`src/rtl/apb_uart_rx_if.sv`:
```
// ---------------------------------------------------------------------------
// apb_uart_rx_if
// Bundles the APB slave bus of the UART receiver so the bus travels as one
// port instead of seven loose wires.
//
// Signals
//   S_PADDR    2-bit register select (0 = DATA, 1 = STATUS, 2-3 unused)
//   S_PWRITE   write strobe
//   S_PSELx    peripheral select
//   S_PENABLE  access phase
//   S_PWDATA   write data, BUS_WIDTH bits
//   S_PRDATA   read data, BUS_WIDTH bits
//   S_PREADY   transfer ready
//
// Modports
//   master     the bus initiator (testbench or bridge)
//   slave      the UART receiver
// ---------------------------------------------------------------------------
interface apb_uart_rx_if #(
   parameter int BUS_WIDTH = 16
);
   logic [1:0]           S_PADDR;
   logic                 S_PWRITE;
   logic                 S_PSELx;
   logic                 S_PENABLE;
   logic [BUS_WIDTH-1:0] S_PWDATA;
   logic [BUS_WIDTH-1:0] S_PRDATA;
   logic                 S_PREADY;

   modport master (
      output S_PADDR, S_PWRITE, S_PSELx, S_PENABLE, S_PWDATA,
      input  S_PRDATA, S_PREADY
   );

   modport slave (
      input  S_PADDR, S_PWRITE, S_PSELx, S_PENABLE, S_PWDATA,
      output S_PRDATA, S_PREADY
   );
endinterface

```
`src/rtl/apb_uart_rx.sv`:
```
// ---------------------------------------------------------------------------
// apb_uart_rx
// 8N1 UART receiver with a small RX FIFO, read and controlled over APB.
//
// Ports
//   clk      sole clock, rising edge
//   reset    synchronous active-high reset
//   apb      APB slave bus (apb_uart_rx_if.slave)
//   rx_wire  asynchronous serial input, idle high
//   irq      high while the RX FIFO holds at least one byte
//
// Registers
//   addr 0 DATA   read pops the head byte (waits while FIFO is empty)
//   addr 1 STATUS [3:0] count, [4] empty, [5] full, [6] overrun,
//                 [7] frame_err, [8] busy; write 1 to bit 6/7 to clear
// ---------------------------------------------------------------------------
module apb_uart_rx #(
   parameter int BUS_WIDTH    = 16,
   parameter int CLKS_PER_BIT = 434,
   parameter int FIFO_DEPTH   = 8
) (
   input  logic          clk,
   input  logic          reset,
   apb_uart_rx_if.slave  apb,
   input  logic          rx_wire,
   output logic          irq
);

   localparam int TW = $clog2(CLKS_PER_BIT);
   localparam int PW = (FIFO_DEPTH > 1) ? $clog2(FIFO_DEPTH) : 1;
   localparam logic [TW-1:0] HALF_T = TW'(CLKS_PER_BIT / 2 - 1);
   localparam logic [TW-1:0] FULL_T = TW'(CLKS_PER_BIT - 1);
   localparam logic [PW-1:0] LAST_P = PW'(FIFO_DEPTH - 1);
   localparam logic [3:0]    DEPTH_C = 4'(FIFO_DEPTH);

   localparam logic [1:0] IDLE  = 2'd0;
   localparam logic [1:0] START = 2'd1;
   localparam logic [1:0] DATA  = 2'd2;
   localparam logic [1:0] STOP  = 2'd3;

   logic          rxMeta_q, rxSync_q;
   logic [1:0]    state_q, state_d;
   logic [TW-1:0] timer_q, timer_d;
   logic [2:0]    idx_q, idx_d;
   logic [7:0]    shift_q, shift_d;
   logic [7:0]    mem_q [FIFO_DEPTH];
   logic [PW-1:0] wrPtr_q, wrPtr_d, rdPtr_q, rdPtr_d;
   logic [3:0]    count_q, count_d;
   logic          overrun_q, overrun_d, frameErr_q, frameErr_d;

   logic pushReq, frameSet, pushDo, pop, overrunSet;
   logic empty, full, apbSel, isDataRd, isStatusRd, isStatusWr;
   logic [BUS_WIDTH-1:0] statusWord, dataWord;
   logic unusedPwdata;

   assign empty = (count_q == 4'd0);
   assign full  = (count_q == DEPTH_C);
   assign irq   = !empty;

   assign apbSel     = apb.S_PSELx & apb.S_PENABLE;
   assign isDataRd   = apbSel & !apb.S_PWRITE & (apb.S_PADDR == 2'd0);
   assign isStatusRd = apbSel & !apb.S_PWRITE & (apb.S_PADDR == 2'd1);
   assign isStatusWr = apbSel &  apb.S_PWRITE & (apb.S_PADDR == 2'd1);

   // A DATA read only completes once a byte is available, and that is the
   // cycle the head byte leaves the FIFO.
   assign pop = isDataRd & !empty;

   // A byte arriving into a full FIFO still fits if the head is leaving in
   // the same cycle; otherwise it is dropped and flagged as an overrun.
   assign pushDo     = pushReq & (!full | pop);
   assign overrunSet = pushReq & full & !pop;

   assign unusedPwdata = ^apb.S_PWDATA;

   // Two-flop synchronizer for the asynchronous serial line. Both flops
   // reset to the idle level so a reset never looks like a start bit.
   always_ff @(posedge clk) begin
      if (reset) begin
         rxMeta_q <= 1'b1;
         rxSync_q <= 1'b1;
      end else begin
         rxMeta_q <= rx_wire;
         rxSync_q <= rxMeta_q;
      end
   end

   // Receive state machine. START waits half a bit to land in the middle of
   // the start bit, so every later sample, one full bit apart, also lands
   // mid-bit. A line that is high again at that point was only a glitch.
   always_comb begin
      state_d  = state_q;
      timer_d  = timer_q;
      idx_d    = idx_q;
      shift_d  = shift_q;
      pushReq  = 1'b0;
      frameSet = 1'b0;
      case (state_q)
         IDLE: begin
            if (!rxSync_q) begin
               state_d = START;
               timer_d = '0;
            end
         end
         START: begin
            if (timer_q == HALF_T) begin
               timer_d = '0;
               idx_d   = 3'd0;
               state_d = rxSync_q ? IDLE : DATA;
            end else begin
               timer_d = timer_q + 1'b1;
            end
         end
         DATA: begin
            if (timer_q == FULL_T) begin
               timer_d = '0;
               shift_d = {rxSync_q, shift_q[7:1]};
               idx_d   = idx_q + 3'd1;
               if (idx_q == 3'd7) begin
                  state_d = STOP;
               end
            end else begin
               timer_d = timer_q + 1'b1;
            end
         end
         default: begin
            if (timer_q == FULL_T) begin
               timer_d  = '0;
               state_d  = IDLE;
               pushReq  = rxSync_q;
               frameSet = !rxSync_q;
            end else begin
               timer_d = timer_q + 1'b1;
            end
         end
      endcase
   end

   // FIFO bookkeeping and the two sticky error flags. When a flag is set
   // and cleared in the same cycle, the new error is kept.
   always_comb begin
      wrPtr_d    = wrPtr_q;
      rdPtr_d    = rdPtr_q;
      count_d    = count_q;
      overrun_d  = overrun_q;
      frameErr_d = frameErr_q;
      if (pushDo) begin
         wrPtr_d = (wrPtr_q == LAST_P) ? '0 : wrPtr_q + 1'b1;
      end
      if (pop) begin
         rdPtr_d = (rdPtr_q == LAST_P) ? '0 : rdPtr_q + 1'b1;
      end
      if (pushDo && !pop) begin
         count_d = count_q + 4'd1;
      end else if (pop && !pushDo) begin
         count_d = count_q - 4'd1;
      end
      if (isStatusWr && apb.S_PWDATA[6]) begin
         overrun_d = 1'b0;
      end
      if (isStatusWr && apb.S_PWDATA[7]) begin
         frameErr_d = 1'b0;
      end
      if (overrunSet) begin
         overrun_d = 1'b1;
      end
      if (frameSet) begin
         frameErr_d = 1'b1;
      end
   end

   // State registers. Reset drops any partially received byte and empties
   // the FIFO by rewinding both pointers.
   always_ff @(posedge clk) begin
      if (reset) begin
         state_q    <= IDLE;
         timer_q    <= '0;
         idx_q      <= 3'd0;
         shift_q    <= 8'd0;
         wrPtr_q    <= '0;
         rdPtr_q    <= '0;
         count_q    <= 4'd0;
         overrun_q  <= 1'b0;
         frameErr_q <= 1'b0;
      end else begin
         state_q    <= state_d;
         timer_q    <= timer_d;
         idx_q      <= idx_d;
         shift_q    <= shift_d;
         wrPtr_q    <= wrPtr_d;
         rdPtr_q    <= rdPtr_d;
         count_q    <= count_d;
         overrun_q  <= overrun_d;
         frameErr_q <= frameErr_d;
      end
   end

   // FIFO storage has no reset; the count alone decides what is valid.
   always_ff @(posedge clk) begin
      if (pushDo) begin
         mem_q[wrPtr_q] <= shift_q;
      end
   end

   // Read-data mux and ready. Only a DATA read can stall; every other
   // access completes in its first access-phase cycle.
   always_comb begin
      statusWord      = '0;
      statusWord[3:0] = count_q;
      statusWord[4]   = empty;
      statusWord[5]   = full;
      statusWord[6]   = overrun_q;
      statusWord[7]   = frameErr_q;
      statusWord[8]   = (state_q != IDLE);
      dataWord        = '0;
      dataWord[7:0]   = mem_q[rdPtr_q];
      apb.S_PRDATA    = '0;
      apb.S_PREADY    = isDataRd ? !empty : apbSel;
      if (pop) begin
         apb.S_PRDATA = dataWord;
      end else if (isStatusRd) begin
         apb.S_PRDATA = statusWord;
      end
   end

endmodule

```
`src/flat_wrapper.sv`:
```
// flat-port wrapper written by rule: the top's interface ports become plain ports
module apb_uart_rx_flat 
#(
   parameter int BUS_WIDTH    = 16,
   parameter int CLKS_PER_BIT = 434,
   parameter int FIFO_DEPTH   = 8
)
  (clk, reset, rx_wire, irq, apb_S_PADDR, apb_S_PWRITE, apb_S_PSELx, apb_S_PENABLE, apb_S_PWDATA, apb_S_PRDATA, apb_S_PREADY);
  apb_uart_rx_if #(.BUS_WIDTH(BUS_WIDTH)) apb_i ();
  input  logic clk;
  input  logic reset;
  input  logic rx_wire;
  output logic irq;
  input wire logic [$bits(apb_i.S_PADDR)-1:0] apb_S_PADDR;
  input wire logic [$bits(apb_i.S_PWRITE)-1:0] apb_S_PWRITE;
  input wire logic [$bits(apb_i.S_PSELx)-1:0] apb_S_PSELx;
  input wire logic [$bits(apb_i.S_PENABLE)-1:0] apb_S_PENABLE;
  input wire logic [$bits(apb_i.S_PWDATA)-1:0] apb_S_PWDATA;
  output wire logic [$bits(apb_i.S_PRDATA)-1:0] apb_S_PRDATA;
  output wire logic [$bits(apb_i.S_PREADY)-1:0] apb_S_PREADY;
  assign apb_i.S_PADDR = apb_S_PADDR;
  assign apb_i.S_PWRITE = apb_S_PWRITE;
  assign apb_i.S_PSELx = apb_S_PSELx;
  assign apb_i.S_PENABLE = apb_S_PENABLE;
  assign apb_i.S_PWDATA = apb_S_PWDATA;
  assign apb_S_PRDATA = apb_i.S_PRDATA;
  assign apb_S_PREADY = apb_i.S_PREADY;
  apb_uart_rx #(.BUS_WIDTH(BUS_WIDTH), .CLKS_PER_BIT(CLKS_PER_BIT), .FIFO_DEPTH(FIFO_DEPTH)) u_core (.clk(clk), .reset(reset), .apb(apb_i), .rx_wire(rx_wire), .irq(irq));
endmodule
```
`config.mk`:
```
export PLATFORM = sky130hd
export DESIGN_NAME = apb_uart_rx_flat
export DESIGN_NICKNAME = d
export VERILOG_FILES = /design/src/rtl/apb_uart_rx_if.sv /design/src/rtl/apb_uart_rx.sv /design/src/flat_wrapper.sv
export SDC_FILE = /design/constraint.sdc
export NUM_CORES = 1
export LEC_CHECK = 0
export BUFFER_PORTS_ARGS = -buffer_cell sky130_fd_sc_hd__clkbuf_2
export CAP_MARGIN = 20
export CORE_MARGIN = 3
export CORE_UTILIZATION = 45
export CTS_CLUSTER_DIAMETER = 100
export DETAILED_ROUTE_END_ITERATION = 8
export GPL_ROUTABILITY_DRIVEN = 0
export GPL_TIMING_DRIVEN = 1
export PLACE_DENSITY = 0.62
export RECOVER_POWER = 25
export SYNTH_ARGS = -nofsm -noshare
export SYNTH_HDL_FRONTEND = slang
export SYNTH_SLANG_ARGS = --single-unit
```
`constraint.sdc`:
```
create_clock -name clk -period 3.4 [get_ports clk]
set_input_delay 0.34 -clock clk [delete_from_list [all_inputs] [get_ports clk]]
set_output_delay 0.34 -clock clk [all_outputs]
set_load 0.05 [all_outputs]
```
==> results.ini <==
[outcome]
status = finished clean

[synthesis]
yosysWarnings = 0
yosysTopAreaCellShare_pct = 42.56
yosysSeqAreaShare_pct = 59.85
synthArstFlopShare_pct = 0
syn_area_per_cell_um2 = 13.48
synth_ff_type = edfxtp_1
synth_cells = 335
synth_edf_count = 64
synth_area_leader_cell = edfxtp_1
syn_area_mm2 = 0.004516
ys_types = 51
synth.area.top_cells = edfxtp_1 (43%), dfxtp_1 (17%), mux4_2 (8.0%)
synth-seq-cells = 103

[sta]
finClkSkew_ps = 11.78
hold_viol = 0
setup_viol_count_final = 0
rsz0062_at_grt = no
tightest_slew_ps = 764.3
hold-worst-slack_ps = 151.7
max_slew_margin_pct = 48.97
fmax_ghz = 0.3639
slew_violations = 0
finalCriticalPeriod_ps = 2748
setup_tns_ps = 0
period_share_pct = 80.82

[cells_and_area]
diodes = 0
layout-drive-gt1-share_pct = 21.14
fillCellCount = 849
area_growth_pct = 10.11
post-route-util_pct = 52.32
final_nets = 405

[floorplanning]
coreArea_mm2 = 0.009503
start_util_pct = 47.52
die_x_um = 106.2
fp.dieH_um = 106.2
core.rowCount = 35
die_area_mm2 = 0.01127
io_pins = 42

[power]
switching_share_pct = 25.16
power_density_mw_per_mm2 = 441.5
ir_worst_vdd_uv = 299.8
clkPwrFrac_pct = 32.6
p_comb_share_pct = 6.9
pwr-share-seq_pct = 60.5
p_leak_uw = 0.001754
power_switching_uw = 552.4
intPower_uw = 1643

[cts]
clk_pin_slew_worst_paths_ps = 100
cts.sink_count = 103
clk_latency_ps = 360
htreeDepth = 3
tritoncts = done
cts_resized = 0
cts_made_buffers = 9
cts_root_buf = clkbuf_8
cts_hold_buf = 0
postCtsSetupRepairBufs = 0
clk_path_buf_depth = 2

[drt]
firstDrtPassIters = 4
detail_route.wl_per_cell_um = 16.62
drt_iter0_drc = 105
drc = 0
route.vias.total = 2669
drt-total-wl_um = 8276
viasPerCell = 5.359
ant_nets = 0

[critical_path]
start_kind = flip-flop
worstPathArrival_ps = 3040
required_ps = 3690
crit_fanout = 5
path_class = flip-flop to flip-flop
rr_startpoint = u_core.count_q[0]$_SDFFE_PP0P_
crit_path_start = u_core.count_q[0]$_SDFFE_PP0P_
ff2ff_setup_slack_ps = 650
cp-end-kind = flip-flop

[grt]
track_usage_pct = 15.45
antenna_found_initial = 0
grt_pass1_wl_um = 13280
grt-ovfl-total = 0
first_global_vias = 2614
grt_max_degree = 36

[placed_design]
io_buffer_count = 20
place_hpwl_um = 5517

[hold_path]
hp-class = input pin to flip-flop
hp-start = rx_wire

[job]
max_cap_violations = 0

==> path summary, 6_finish.rpt <==
path	end	cells past startpoint
setup / recovery	u_core.count_q[3]$_SDFFE_PP0P_	12
hold / removal	u_core.rxMeta_q$_SDFF_PP1_	2
setup reg to reg	u_core.count_q[3]$_SDFFE_PP0P_	12
hold reg to reg	u_core.rxSync_q$_SDFF_PP1_	1
==> cells in the mapped netlist, drive strengths merged (3+ instances only) <==
| library cell | count |
|---|---|
| dfxtp | 39 |
| nand2 | 22 |
| mux4 | 16 |
| o2bb2ai | 5 |
| nor4 | 3 |
| nand3 | 14 |
| clkbuf | 6 |
| inv | 12 |
| nor4b | 4 |
| nand4 | 5 |
| buf | 15 |
| o22ai | 3 |
| a21oi | 17 |
| edfxtp | 64 |
| xnor2 | 3 |
| or3 | 4 |
| or2 | 3 |
| xor2 | 5 |
| mux2i | 16 |
| nor2 | 30 |
| o21ai | 5 |
| nor3 | 4 |
| ha | 16 |
==> metal layers <==
layer  vias up  wire [um]  GRT usage (%)
li1       1309          -              -
met1      1303       3713          19.38
met2        50       4148          26.70
met3         7        334          4.129
met4         0         79          3.608
met5         -          0              0
==> power by group through the flow <==
stage | Clock (uW) | Sequential [uW] | Combinational [uW]
after CTS | 740 | 1330 | 153
after detailed placement | 0 | 1360 | 151
final | 715 | 1330 | 152
after floorplan | 0 | 1350 | 126
after global routing | 784 | 1330 | 173
after global placement | 0 | 1360 | 149
==> layout make-up <==
cell class | instances | area (um^2) | area share (%)
Clock buffer | 9 | 123.9 | 2.491
Clock inverter | 7 | 62.56 | 1.258
Inverter | 12 | 45.04 | 0.9059
Multi-Input combinational cell | 205 | 1679 | 33.77
Sequential cell | 103 | 2703 | 54.35
Tap cell | 129 | 161.4 | 3.246
Timing Repair Buffer | 33 | 197.7 | 3.976
==> stage by stage <==
| step | setup WS, ps | total power, uW | instances | instance area, um^2 |
|---|---|---|---|---|
| final | 652.2 | 2195 | 498 | 4972 |
| after global routing | 347.9 | 2287 | 498 | 4972 |
| after CTS | 625.7 | 2220 | 498 | 4972 |
| after detailed placement | 648.7 | 1507 | 482 | 4786 |
| after global placement | 688.7 | 1505 | 482 | 4786 |
| after floorplan | 504.1 | 1480 | 341 | 4538 |
==> cells in the final DEF (no fill, tap or decap), types with 2 or more instances in the layout <==
cell type  count
a21oi_1       17
a22oi_1        2
and3_1         2
buf_4         13
clkbuf_2      20
clkbuf_8       9
clkinv_4       2
conb_1         7
dfxtp_1       39
edfxtp_1      64
ha_1          16
inv_1         12
inv_6          2
inv_8          2
mux2i_1       16
mux4_2        16
nand2_1       22
nand3_1       14
nand4_1        5
nand4bb_1      2
nor2_1        29
nor3_1         3
nor4_1         2
nor4b_2        4
o21ai_0        4
o22ai_1        3
o2bb2ai_1      5
o32ai_1        2
or2_2          3
or3_1          4
xnor2_1        3
xor2_1         5
==> cell families after synthesis <==
family          Yosys count  share of synthesized area, %
flops                   103                         59.85
compound gates           42                         6.401
mux                      32                         11.53
buf+inv                  33                         3.740
simple gates             99                         11.97
other cells               1                       0.08305
xor+xnor                  8                         1.552
fa+ha+maj                17                         4.877
==> registers in the layout, summed over array words and instances, names as in the netlist, 2 cells and up, named ones only <==
name,cells
u_core.shift_q,8
u_core.wrPtr_q,3
u_core.count_q,4
u_core.mem_q,64
u_core.idx_q,3
u_core.rdPtr_q,3
u_core.timer_q,9
u_core.state_q,2
==> worst max-delay path, cell delays in order (launching register included) <==
cell and delay [ps]:
dfxtp_1 380, nor3_1 370, nand2_1 190, o2111ai_4 230
inv_1 70, ha_1 220, inv_1 110, ha_1 230
a21o_1 170, a21oi_1 170, xnor2_1 100, or3_1 300
a21oi_1 130
No activity file was read; power rests on OpenSTA's default activity.
